$ cat src/rtl/sum_accum_pkg.sv
// sum_accum_pkg: shared definitions for the sum accumulator block.
//   - default operand width and block size, so adder wrappers and benches agree
//   - output slot FSM state type and encodings (EMPTY / FULL)
//   - clog2 helper usable in parameter defaults
package sum_accum_pkg;

  localparam int DEF_WIDTH = 8;
  localparam int DEF_COUNT = 4;

  typedef logic [0:0] state_t;
  localparam state_t EMPTY = 1'b0;
  localparam state_t FULL  = 1'b1;

  // Smallest r with 2**r >= value.
  function automatic int clog2(input int value);
    int r;
    r = 0;
    for (int i = 0; i < 31; i++) begin
      if ((1 << i) < value) r = i + 1;
    end
    return r;
  endfunction

endpackage

$ cat src/rtl/sum_accum_if.sv
// sum_accum_if: stream bundle around the sum accumulator.
//   in_valid/in_ready/in_sum/in_zero : upstream sum stream from the adder
//   flush                            : close the current partial block
//   out_valid/out_ready              : completed-block handshake
//   out_total/out_n/out_nzero        : block total, sample count, zero-sum count
// master = producer/consumer side (bench or neighbouring stages), slave = sum_accum.
interface sum_accum_if #(
  parameter int WIDTH  = sum_accum_pkg::DEF_WIDTH,
  parameter int SWIDTH = WIDTH + 1,
  parameter int COUNT  = sum_accum_pkg::DEF_COUNT,
  parameter int CWIDTH = sum_accum_pkg::clog2(COUNT) + 1,
  parameter int AWIDTH = SWIDTH + sum_accum_pkg::clog2(COUNT)
) ();

  logic              in_valid;
  logic              in_ready;
  logic [SWIDTH-1:0] in_sum;
  logic              in_zero;
  logic              flush;
  logic              out_valid;
  logic              out_ready;
  logic [AWIDTH-1:0] out_total;
  logic [CWIDTH-1:0] out_n;
  logic [CWIDTH-1:0] out_nzero;

  modport master (
    output in_valid, in_sum, in_zero, flush, out_ready,
    input  in_ready, out_valid, out_total, out_n, out_nzero
  );

  modport slave (
    input  in_valid, in_sum, in_zero, flush, out_ready,
    output in_ready, out_valid, out_total, out_n, out_nzero
  );

endinterface

$ cat src/rtl/sum_accum_oreg.sv
// sum_accum_oreg: single-entry output slot with valid/ready.
//   clk, rst                      : clock, synchronous active-high reset
//   load, load_total/n/nzero      : write a completed block (only when out_free)
//   out_ready                     : downstream accepts the held block
//   out_free                      : slot can take a load this cycle
//   out_valid, out_total/n/nzero  : held block
module sum_accum_oreg
  import sum_accum_pkg::*;
#(
  parameter int AWIDTH = 11,
  parameter int CWIDTH = 3
) (
  input  logic              clk,
  input  logic              rst,
  input  logic              load,
  input  logic [AWIDTH-1:0] load_total,
  input  logic [CWIDTH-1:0] load_n,
  input  logic [CWIDTH-1:0] load_nzero,
  input  logic              out_ready,
  output logic              out_free,
  output logic              out_valid,
  output logic [AWIDTH-1:0] out_total,
  output logic [CWIDTH-1:0] out_n,
  output logic [CWIDTH-1:0] out_nzero
);

  state_t            state_p1;
  logic [AWIDTH-1:0] total_p1;
  logic [CWIDTH-1:0] n_p1;
  logic [CWIDTH-1:0] nzero_p1;

  // A draining slot counts as free, so a new block can load on the same edge
  // the old one leaves: back-to-back blocks with no bubble.
  assign out_free  = (state_p1 == EMPTY) | out_ready;
  assign out_valid = (state_p1 == FULL);
  assign out_total = total_p1;
  assign out_n     = n_p1;
  assign out_nzero = nzero_p1;

  // ---- stage p1: output slot ----
  always_ff @(posedge clk) begin
    if (rst) begin
      state_p1 <= EMPTY;
      total_p1 <= '0;
      n_p1     <= '0;
      nzero_p1 <= '0;
    end else if (load) begin
      state_p1 <= FULL;
      total_p1 <= load_total;
      n_p1     <= load_n;
      nzero_p1 <= load_nzero;
    end else if (out_ready) begin
      state_p1 <= EMPTY;
    end
  end

endmodule

$ cat src/rtl/sum_accum.sv
// sum_accum: accumulates blocks of COUNT adder sums and emits one total per
// block with its sample count and zero-sum count; flush closes a partial block.
//   clk, rst : clock, synchronous active-high reset
//   bus      : sum_accum_if slave (input stream, flush, output block handshake)
module sum_accum
  import sum_accum_pkg::*;
#(
  parameter int WIDTH  = DEF_WIDTH,
  parameter int SWIDTH = WIDTH + 1,
  parameter int COUNT  = DEF_COUNT,
  parameter int CWIDTH = clog2(COUNT) + 1,
  parameter int AWIDTH = SWIDTH + clog2(COUNT)
) (
  input  logic        clk,
  input  logic        rst,
  sum_accum_if.slave  bus
);

  localparam logic [CWIDTH-1:0] LAST = CWIDTH'(COUNT - 1);

  logic [AWIDTH-1:0] acc;
  logic [AWIDTH-1:0] acc_sum;
  logic [CWIDTH-1:0] cnt;
  logic [CWIDTH-1:0] cnt_sum;
  logic [CWIDTH-1:0] zcnt;
  logic [CWIDTH-1:0] zcnt_sum;
  logic              flush_pend;
  logic              last;
  logic              accept;
  logic              out_free;
  logic              close;
  logic              do_close;

  assign last = (cnt == LAST);

  // Only the sample that would complete a block needs a free output slot;
  // every earlier sample goes straight into the accumulator.
  assign bus.in_ready = ~(last & ~out_free);
  assign accept       = bus.in_valid & bus.in_ready;

  // A flush closes only a non-empty block (counting a sample arriving now).
  assign close    = (accept & last) | ((bus.flush | flush_pend) & ((cnt != '0) | accept));
  assign do_close = close & out_free;

  // Running totals including this cycle's sample; these are what a closing
  // block loads into the output slot.
  assign acc_sum  = acc + (accept ? AWIDTH'(bus.in_sum) : '0);
  assign cnt_sum  = cnt + CWIDTH'(accept);
  assign zcnt_sum = zcnt + CWIDTH'(accept & bus.in_zero);

  // ---- stage p0: accumulator ----
  always_ff @(posedge clk) begin
    if (rst) begin
      acc        <= '0;
      cnt        <= '0;
      zcnt       <= '0;
      flush_pend <= 1'b0;
    end else if (do_close) begin
      acc        <= '0;
      cnt        <= '0;
      zcnt       <= '0;
      flush_pend <= 1'b0;
    end else begin
      acc  <= acc_sum;
      cnt  <= cnt_sum;
      zcnt <= zcnt_sum;
      // Blocked close can only come from a flush; remember it until the slot frees.
      if (close) flush_pend <= 1'b1;
    end
  end

  sum_accum_oreg #(
    .AWIDTH (AWIDTH),
    .CWIDTH (CWIDTH)
  ) u_oreg (
    .clk        (clk),
    .rst        (rst),
    .load       (do_close),
    .load_total (acc_sum),
    .load_n     (cnt_sum),
    .load_nzero (zcnt_sum),
    .out_ready  (bus.out_ready),
    .out_free   (out_free),
    .out_valid  (bus.out_valid),
    .out_total  (bus.out_total),
    .out_n      (bus.out_n),
    .out_nzero  (bus.out_nzero)
  );

endmodule
$ cat src/flat_wrapper.sv
// flat-port wrapper written by rule: the top's interface ports become plain ports
module sum_accum_flat import sum_accum_pkg::*;
#(
  parameter int WIDTH  = DEF_WIDTH,
  parameter int SWIDTH = WIDTH + 1,
  parameter int COUNT  = DEF_COUNT,
  parameter int CWIDTH = clog2(COUNT) + 1,
  parameter int AWIDTH = SWIDTH + clog2(COUNT)
)
  (clk, rst, bus_in_valid, bus_in_sum, bus_in_zero, bus_flush, bus_out_ready, bus_in_ready, bus_out_valid, bus_out_total, bus_out_n, bus_out_nzero);
  sum_accum_if #(.WIDTH(WIDTH), .SWIDTH(SWIDTH), .COUNT(COUNT), .CWIDTH(CWIDTH), .AWIDTH(AWIDTH)) bus_i ();
  input  logic clk;
  input  logic rst;
  input wire logic [$bits(bus_i.in_valid)-1:0] bus_in_valid;
  input wire logic [$bits(bus_i.in_sum)-1:0] bus_in_sum;
  input wire logic [$bits(bus_i.in_zero)-1:0] bus_in_zero;
  input wire logic [$bits(bus_i.flush)-1:0] bus_flush;
  input wire logic [$bits(bus_i.out_ready)-1:0] bus_out_ready;
  output wire logic [$bits(bus_i.in_ready)-1:0] bus_in_ready;
  output wire logic [$bits(bus_i.out_valid)-1:0] bus_out_valid;
  output wire logic [$bits(bus_i.out_total)-1:0] bus_out_total;
  output wire logic [$bits(bus_i.out_n)-1:0] bus_out_n;
  output wire logic [$bits(bus_i.out_nzero)-1:0] bus_out_nzero;
  assign bus_i.in_valid = bus_in_valid;
  assign bus_i.in_sum = bus_in_sum;
  assign bus_i.in_zero = bus_in_zero;
  assign bus_i.flush = bus_flush;
  assign bus_i.out_ready = bus_out_ready;
  assign bus_in_ready = bus_i.in_ready;
  assign bus_out_valid = bus_i.out_valid;
  assign bus_out_total = bus_i.out_total;
  assign bus_out_n = bus_i.out_n;
  assign bus_out_nzero = bus_i.out_nzero;
  sum_accum #(.WIDTH(WIDTH), .SWIDTH(SWIDTH), .COUNT(COUNT), .CWIDTH(CWIDTH), .AWIDTH(AWIDTH)) u_core (.clk(clk), .rst(rst), .bus(bus_i));
endmodule
$ cat config.mk
export PLATFORM = sky130hd
export DESIGN_NAME = sum_accum_flat
export DESIGN_NICKNAME = d
export VERILOG_FILES = /design/src/rtl/sum_accum_pkg.sv /design/src/rtl/sum_accum_if.sv /design/src/rtl/sum_accum_oreg.sv /design/src/rtl/sum_accum.sv /design/src/flat_wrapper.sv
export SDC_FILE = /design/constraint.sdc
export NUM_CORES = 1
export LEC_CHECK = 0
export ABC_AREA = 1
export BUFFER_PORTS_ARGS = -buffer_cell sky130_fd_sc_hd__buf_2
export CAP_MARGIN = 20
export CELL_PAD_IN_SITES_DETAIL_PLACEMENT = 1
export CELL_PAD_IN_SITES_GLOBAL_PLACEMENT = 2
export CORE_UTILIZATION = 28
export CTS_CLUSTER_DIAMETER = 150
export DETAILED_ROUTE_END_ITERATION = 7
export GPL_TIMING_DRIVEN = 0
export HOLD_SLACK_MARGIN = 0.12
export PLACE_DENSITY = 0.78
export SLEW_MARGIN = 10
export SYNTH_ARGS = -nofsm -noshare
export SYNTH_HDL_FRONTEND = slang
export SYNTH_SLANG_ARGS = --single-unit
export TNS_END_PERCENT = 5
$ cat constraint.sdc
create_clock -name clk -period 2 [get_ports clk]
set_input_delay 0.2 -clock clk [delete_from_list [all_inputs] [get_ports clk]]
set_output_delay 0.2 -clock clk [all_outputs]
set_load 0.01 [all_outputs]
==> flow_summary.yaml <==
cells_and_area:
  design_area_mm2: 0.00272
  multiInputGateArea_mm2: 0.00128
  nNetsFinal: 348
  synthToLayoutAreaGrowth_pct: 38.0
  diodes: 0
  drive_gt1_share_pct: 41.9
  nFillCells: 850
  final_core_util_pct: 40.0
  seqCellArea_um2: 726
synthesis:
  ys_seq_area_share_pct: 36.6
  syn_area_mm2: 0.00197
  synth-main-ff-cell: "dfxtp_1"
  synthArstFlopShare_pct: 0
  syn_nets: 293
  synth_cell_types: 28
  synth-seq-cells: 36
  ys_warn_count: 0
  synth_edf_count: 0
  avgSynthCellArea_um2: 7.46
  syn_inst: 264
floorplan:
  fp.dieArea_mm2: 0.00738
  ios: 34
  die_height_um: 85.9
  start_util_pct: 29.0
  die-width_um: 85.9
  num_rows: 30
  core_mm2: 0.00679
sta:
  worst_slew_pin_slew_ns: 0.234
  slew_headroom_pct: 84.3
  setup_violations: 0
  period_minus_slack_ns: 1.98
  rsz0062_at_grt: "true"
  max_freq_ghz: 0.506
  clock_skew_ns: 0.00946
  finalSetupTns_ns: 0
  fin_ws_ns: 0.0249
  finalCritPeriodShare_pct: 98.8
  slew_violations: 0
  hold_viol: 0
global_route:
  grt_max_degree: 13
  grt_overflow: 0
  antenna_found_initial: 0
  grt_first_pass_wirelength_um: 8820
  grt_pass1_vias: 1860
  grtUsageTotal_pct: 15.5
worst_hold_path:
  hp-class: "in -> reg"
  holdPathEnd: "u_core.u_oreg.out_total[2]"
  hold_start: "rst"
  whs_path_depth: 2
clocking:
  clk_pin_slew_ns: 0.08
  clock_latency_ns: 0.29
  cts_made_buffers: 5
  cts_root_buf: "clkbuf_8"
  cts_hold_buf: 0
  htreeDepth: 2
  cts_tree: "yes"
  numClockSinks: 36
  cts.path.max_buffers: 2
pwr:
  p_leak_uw: 0.00136
  p_sw_share_pct: 32.4
  peakVddDrop_v: 0.000302
  internal_power_uw: 1210
  clkPwrFrac_pct: 29.7
  power_frac_seq_pct: 44.9
  finalPower_uw: 1780
  p_sw_uw: 578
  powerDensity_mw_per_mm2: 656
  p_comb_share_pct: 25.4
placed_design:
  dp_hpwl_um: 3730
  gp_congestion: 0.719
  io_buffers: 33
  place_ws_ns: -0.285
  place_area_mm2: 0.00228
setup_path:
  critPathArrivalTime_ns: 2.19
  r2r_slack_ns: 0.02
  start_kind: "flop"
  r2r_start: "u_core.cnt[1]"
  r2r_end: "u_core.u_oreg.out_total[2]"
  rr_worst_depth: 12
  critical_path_class: "reg -> reg"
  cp_max_fo: 5
  cp.required_ns: 2.22
  endpoint_kind: "flop"
route:
  avgRoutedWirePerCell_um: 12.8
  ant_nets: 0
  wl_um: 5320
  drtIter0Drc: 54
  drc: 0
  drt-vias-per-instance: 4.31
  vias: 1794
  drt_first_pass_iters: 4
flow_run:
  cap_violations: 0
run_status:
  status: "finished clean"
==> Yosys cell counts, types with 3 or more instances <==
master | instances | area [um^2]
a21oi_1 | 6 | 30.0
dfxtp_1 | 36 | 721
ha_1 | 13 | 163
inv_1 | 43 | 161
nand2_1 | 61 | 229
nand2_2 | 3 | 18.8
nand3_1 | 19 | 95.1
nand3_2 | 10 | 100
nand4_1 | 3 | 18.8
nor2_1 | 36 | 135
o21ai_1 | 6 | 30.0
o21ai_2 | 5 | 43.8
xor2_1 | 4 | 35.0
==> cells by family after synthesis <==
kind of cell             synth area share (%)
AND/OR/NAND/NOR                          34.2
buffers and inverters                    11.8
flip-flops                               36.6
AO/OA/AOI/OAI                            5.90
adder cells (fa/ha/maj)                  9.27
XOR/XNOR                                 2.22
==> layout by cell type (no fill, tap or decap), types with 7 or more instances in the layout <==
cell type | Yosys | routed
ha_4 | 0 | 7
dfxtp_1 | 36 | 32
inv_1 | 43 | 38
nor2_1 | 36 | 28
nand2_2 | 3 | 14
nand3_2 | 10 | 14
buf_4 | 2 | 16
nand3_1 | 19 | 14
nand2_1 | 61 | 46
buf_2 | 1 | 34
==> sequential cells by signal, indices dropped and copies added (netlist names) <==
signal                   count
u_core.cnt                   3
u_core.u_oreg.out_nzero      3
u_core.u_oreg.out_total     11
u_core.acc                  11
u_core.u_oreg.out_valid      1
u_core.u_oreg.out_n          3
u_core.zcnt                  3
u_core.flush_pend            1
==> layout make-up <==
class	instances	share of cell area, %
clock inverter	3	0.690
sequential	36	26.7
multi-input combinational	180	47.2
buffer	6	2.62
timing repair buffer	47	9.94
tap	96	4.42
clock buffer	5	2.53
inverter	43	5.94
==> power groups by stage <==
stage               registers [uW]  logic, uW  clock network (uW)
finish                         800        453                 530
global route                   805        507                 573
CTS                            795        431                 549
detailed placement             809        370                   0
global placement               808        365                   0
floorplan                      815        248                   0
==> critical path, cell delays in order (launching register included) <==
cell	delay (ns)
dfxtp_2	0.33
nand2_2	0.08
nor2_4	0.05
nand2_4	0.12
nand2_8	0.09
nor2_4	0.12
ha_4	0.14
inv_2	0.03
fa_2	0.34
buf_4	0.14
xor2_1	0.15
nand3b_1	0.16
a21oi_1	0.13
==> per-layer routing <==
layer / track usage, % / wire (um)
met2: 27.2 / 2640
met3: 2.69 / 108
met5: 0 / 0
met4: 3.64 / 23
met1: 19.7 / 2550
==> metrics by stage <==
step                std cells  hold slack (ns)
floorplan                 264            0.269
global placement          393            0.451
detailed placement        393            0.458
CTS                       414            0.180
global route              416            0.180
finish                    416            0.182
==> how the worst max path moves through the flow <==
stage / from / endpoint / slack, ns / depth (start not counted)
detailed placement: bus_out_ready / u_core.u_oreg.out_total[8] / -0.29 / 18
global placement: bus_out_ready / u_core.u_oreg.out_total[8] / -0.25 / 18
CTS: u_core.cnt[0] / u_core.u_oreg.out_total[7] / -0.03 / 14
finish: u_core.cnt[1] / u_core.u_oreg.out_total[2] / 0.02 / 12
global route: u_core.cnt[1] / u_core.u_oreg.out_total[8] / -0.09 / 17
floorplan: u_core.u_oreg.out_valid / u_core.u_oreg.out_total[8] / 0.01 / 16
==> what timing repair did <==
item	4_1_cts	5_1_grt
gates resized for setup	43	17
gates cloned	1	0
buffers inserted	12	2
pin swaps	18	17
hold endpoints to repair	0	0
endpoints found under the setup margin	17	17
Power figures use the tool's default switching activity.
